==> config.mk <==
export PLATFORM = sky130hd
export DESIGN_NAME = if_id_buffer
export DESIGN_NICKNAME = d
export VERILOG_FILES = /design/src/rtl/if_id_buffer.sv
export SDC_FILE = /design/constraint.sdc
export NUM_CORES = 1
export LEC_CHECK = 0
export ABC_AREA = 1
export CORE_MARGIN = 2
export CORE_UTILIZATION = 40
export DETAILED_ROUTE_END_ITERATION = 16
export PLACE_DENSITY = 0.74
export SLEW_MARGIN = 0
export SYNTH_ARGS = -nofsm -noshare
export SYNTH_HDL_FRONTEND = slang
export SYNTH_SLANG_ARGS = --single-unit
==> constraint.sdc <==
create_clock -name clk -period 4.8 [get_ports clk]
set_input_delay 0.72 -clock clk [delete_from_list [all_inputs] [get_ports clk]]
set_output_delay 0.72 -clock clk [all_outputs]
set_load 0.02 [all_outputs]
==> src/rtl/if_id_buffer.sv <==
// IF/ID buffer: two-entry FIFO between fetch and decode.
// Head sits in slot 0. A flush discards every entry. Enqueuing a HALT
// (opcode 5'b00000) locks out further enqueues until flush or reset.
// Outputs come only from registered state, so no in_* signal reaches out_*
// combinationally.
module if_id_buffer #(
    parameter logic [15:0] NOP_INSTR = 16'h0800
) (
    input  logic        clk,
    input  logic        rst,
    input  logic        in_valid,
    input  logic [15:0] in_instr,
    input  logic [15:0] in_pc,
    input  logic        in_err,
    output logic        in_ready,
    output logic        out_valid,
    output logic [15:0] out_instr,
    output logic [15:0] out_pc,
    output logic        out_err,
    input  logic        out_ready,
    input  logic        flush,
    output logic        halt_locked,
    output logic [1:0]  count
);

    // Occupancy state; the encoding is the entry count.
    typedef enum logic [1:0] {
        EMPTY = 2'd0,
        ONE   = 2'd1,
        FULL  = 2'd2
    } state_t;

    state_t      state;

    // Entry payload. These registers are not reset; validity comes from state.
    logic [15:0] instr_p0, instr_p1;
    logic [15:0] pc_p0,    pc_p1;
    logic        err_p0,   err_p1;

    logic        enq;
    logic        deq;
    logic        is_halt;

    // Handshake decode. in_ready is gated by rst so it is low while reset is held.
    always_comb begin
        in_ready  = rst && (state != FULL) && !halt_locked && !flush;
        out_valid = (state != EMPTY);
        enq       = in_valid && in_ready;
        deq       = out_valid && out_ready;
        is_halt   = (in_instr[15:11] == 5'b00000);
        count     = state;
    end

    // Head presentation. Payload is masked whenever the buffer is empty.
    always_comb begin
        out_instr = out_valid ? instr_p0 : NOP_INSTR;
        out_pc    = out_valid ? pc_p0    : 16'h0000;
        out_err   = out_valid ? err_p0   : 1'b0;
    end

    // Occupancy and halt lock. A flush wins over enqueue and dequeue.
    always_ff @(posedge clk or negedge rst) begin
        if (!rst) begin
            state       <= EMPTY;
            halt_locked <= 1'b0;
        end else if (flush) begin
            state       <= EMPTY;
            halt_locked <= 1'b0;
        end else begin
            if (enq && is_halt)
                halt_locked <= 1'b1;
            case (state)
                EMPTY:   if (enq) state <= ONE;
                ONE: begin
                    if (enq && !deq)
                        state <= FULL;
                    else if (!enq && deq)
                        state <= EMPTY;
                end
                FULL:    if (deq) state <= ONE;
                default: state <= EMPTY;
            endcase
        end
    end

    // Payload movement: write on enqueue, shift slot 1 to slot 0 on dequeue from FULL.
    always_ff @(posedge clk) begin
        if (!flush) begin
            case (state)
                EMPTY: begin
                    if (enq) begin
                        instr_p0 <= in_instr;
                        pc_p0    <= in_pc;
                        err_p0   <= in_err;
                    end
                end
                ONE: begin
                    if (enq && deq) begin
                        instr_p0 <= in_instr;
                        pc_p0    <= in_pc;
                        err_p0   <= in_err;
                    end else if (enq) begin
                        instr_p1 <= in_instr;
                        pc_p1    <= in_pc;
                        err_p1   <= in_err;
                    end
                end
                FULL: begin
                    if (deq) begin
                        instr_p0 <= instr_p1;
                        pc_p0    <= pc_p1;
                        err_p0   <= err_p1;
                    end
                end
                default: ;
            endcase
        end
    end

endmodule
==> results.ini <==
[die]
die_y_um=89.4
initial_core_util=0.408
coreArea_mm2=0.00714
die-area_mm2=0.00798
row_count=31
io_pins=76
die_x_um=89.4

[critical_path]
required_ps=4080
cp_slowest_cell=clkdlybuf4s50_1
start_kind=flip-flop
worstSetupEndpointType=output port
ff2ff_setup_slack_ps=1950
crit_fanout=24
arrival_ps=2440
critical_path_class=reg2out
critical-path-max-stage-delay_ps=590
path_cells=nor2_2 -> buf_4 -> or2_2 -> clkdlybuf4s50_1

[logic_synthesis]
syn_area_per_cell_um2=10.4
synth_compound_area_frac=0.0125
syn-instance-count=279
netlist-cell-type-count=20
yosysWarnings=0
ys_seq_area_frac=0.706
synth-simple-area-share=0.211
synth_top_family_by_area=simple AND/OR/NAND/NOR gates
synthXorXnorAreaFrac=0
synth_nets=317
ys_ff_latch=69
synthMuxAreaShare=0
synth-adder-area-share=0
syn_area_mm2=0.00291

[detailed_routing]
ant_nets=0
wl_mm=5.72
drtIter0Drc=64
wire_per_inst_um=12.4
drc_errors=0
vias=1994
firstDrtPassIters=4
vias_per_cell=4.33

[power_and_ir_drop]
switchingPower_w=0.000555
sequentialPowerShare=0.436
pwr-share-comb=0.313
switching_share=0.314
power_frac_clock=0.251
powerDensity_mw_per_mm2=446
power_leakage_nw=1.63
ir_worst_vdd_mv=0.147
internal_power_w=0.00121

[clocking]
path_clk_slew_ps=70
clock-sinks=69
worstSkewPairLatency_ps=330
cts_tree=built
post_cts_buffers=0
cts_hold_buf=0
cts_buffers=9
clk_path_buf_depth=2
clockRootBuffer=clkbuf_8
h-tree-depth=3
cts_resized=0

[layout]
n_antenna_cell=0
area_growth_pct=35.9
drive_above_1_share=0.0691
fin_nets=395

[timing]
drv_slew=0
fmax_mhz=316
rsz0062_at_grt=no
slew_headroom=0.273
fin_crit_ps=3160
finalSetupViolations=0
tightest_slew_ps=1090
setup-tns-final_ps=0
min_period_over_period=0.659
fin_worst_skew_ps=7.91
hold_viol=0
holdWs_ps=512

[place]
gp_congestion=0.697
port_buffers=75
dp_hpwl_mm=3.90

[global_routing]
antenna_found_initial=0
grt-ovfl-total=0
grt_pass1_vias=1906
grt_pass1_wl_mm=8.65
grt_max_degree=38
grt_use_total=0.148

[run]
max_cap_viol_count=0

[status]
status=finished, final reports clean

[worst_hold_path]
hp-class=reg2reg

## cells in the final DEF (no fill, tap or decap)
master	n
clkinv_1	1
bufinv_16	1
dfrtp_1	3
clkbuf_1	1
nand2_4	1
or2_2	1
edfxtp_1	66
nor2_4	2
o21ai_0	3
clkbuf_8	9
o22ai_1	1
inv_4	1
clkinv_2	4
nand2_1	102
nand3_2	2
nand3_1	5
clkdlybuf4s50_1	75
buf_4	1
o32ai_1	1
nor2_2	2
nor3_1	1
nor2_1	35
inv_1	42
nand4_1	1
a31oi_4	1
## registers in the layout, summed over array words and instances (netlist names)
name         count
count            2
pc_p0           16
instr_p0        16
err_p1           1
err_p0           1
halt_locked      1
pc_p1           16
instr_p1        16
## worst paths after layout
path                                 end  cells after the start         start
setup / recovery           out_instr[11]                      4      count[0]
hold / removal              instr_p0[15]                      2  instr_p1[15]
setup reg to reg                pc_p0[1]                      6      count[0]
hold reg to reg             instr_p0[15]                      2  instr_p1[15]
max in group asynchronous       count[0]                      1           rst
min in group asynchronous       count[1]                      1           rst
## per-stage QoR
stage          setup slack [ps]  total power, W  utilization  instance area [um^2]  std cells
6_report                   1640         0.00177        0.555                  3960        461
3_3_place_gp               1780         0.00133        0.529                  3780        445
2_1_floorplan              1480         0.00108            -                  2910        279
3_5_place_dp               1650         0.00134        0.529                  3780        445
5_1_grt                    1520         0.00185        0.555                  3960        461
4_1_cts                    1590         0.00178        0.555                  3960        461
## Yosys cell counts
master    number  area [um^2]
nand2_1      102          383
edfxtp_1      66         1980
inv_1         42          158
nor2_1        36          135
buf_2          6         30.0
nand3_1        5         25.0
clkbuf_1       3         11.3
dfrtp_1        3         75.1
o21ai_0        3         15.0
nand3_2        2         20.0
nor2_2         2         12.5
a31oi_1        1         6.26
inv_4          1         6.26
nand2_4        1         11.3
nand4_1        1         6.26
nor2_4         1         11.3
nor3_1         1         5.00
o22ai_1        1         6.26
o32ai_1        1         8.76
or2_2          1         6.26
## routing by layer
metal	vias to the layer above	share of wire	track usage	wire, um
met5	-	0	0	0
met4	0	0.020	0.0746	114
met3	10	0.052	0.0360	295
met2	56	0.53	0.262	3010
met1	892	0.40	0.166	2300
li1	1036	-	-	-
## final cells by class
type | count | area (um^2)
tap | 99 | 124
clock inverter | 6 | 53.8
sequential | 69 | 2060
multi-input combinational | 158 | 674
clock buffer | 10 | 128
timing repair buffer | 76 | 758
fill | 645 | 3180
inverter | 43 | 164
## cell families (layout without fill, tap and decap cells)
family | Yosys count | after routing
and+or+nand+nor | 152 | 152
buffers and inverters | 52 | 135
DFF | 69 | 69
AOI/OAI and AO/OA | 6 | 6
## power groups by stage
stage,Combinational (W),Clock [W],Sequential (W)
after detailed placement,0.000559,0,0.000783
after global placement,0.000551,0,0.000780
after global routing,0.000602,0.000476,0.000775
after CTS,0.000561,0.000450,0.000770
after floorplan,0.000292,0,0.000784
final,0.000553,0.000443,0.000770
## worst max-delay path: cells and delay by family (launching register included)
| family | cells | cell delay [ps] |
|---|---|---|
| flops | 1 | 480 |
| simple gates | 2 | 660 |
| buf+inv | 2 | 960 |
No activity file was read; power rests on OpenSTA's default activity.
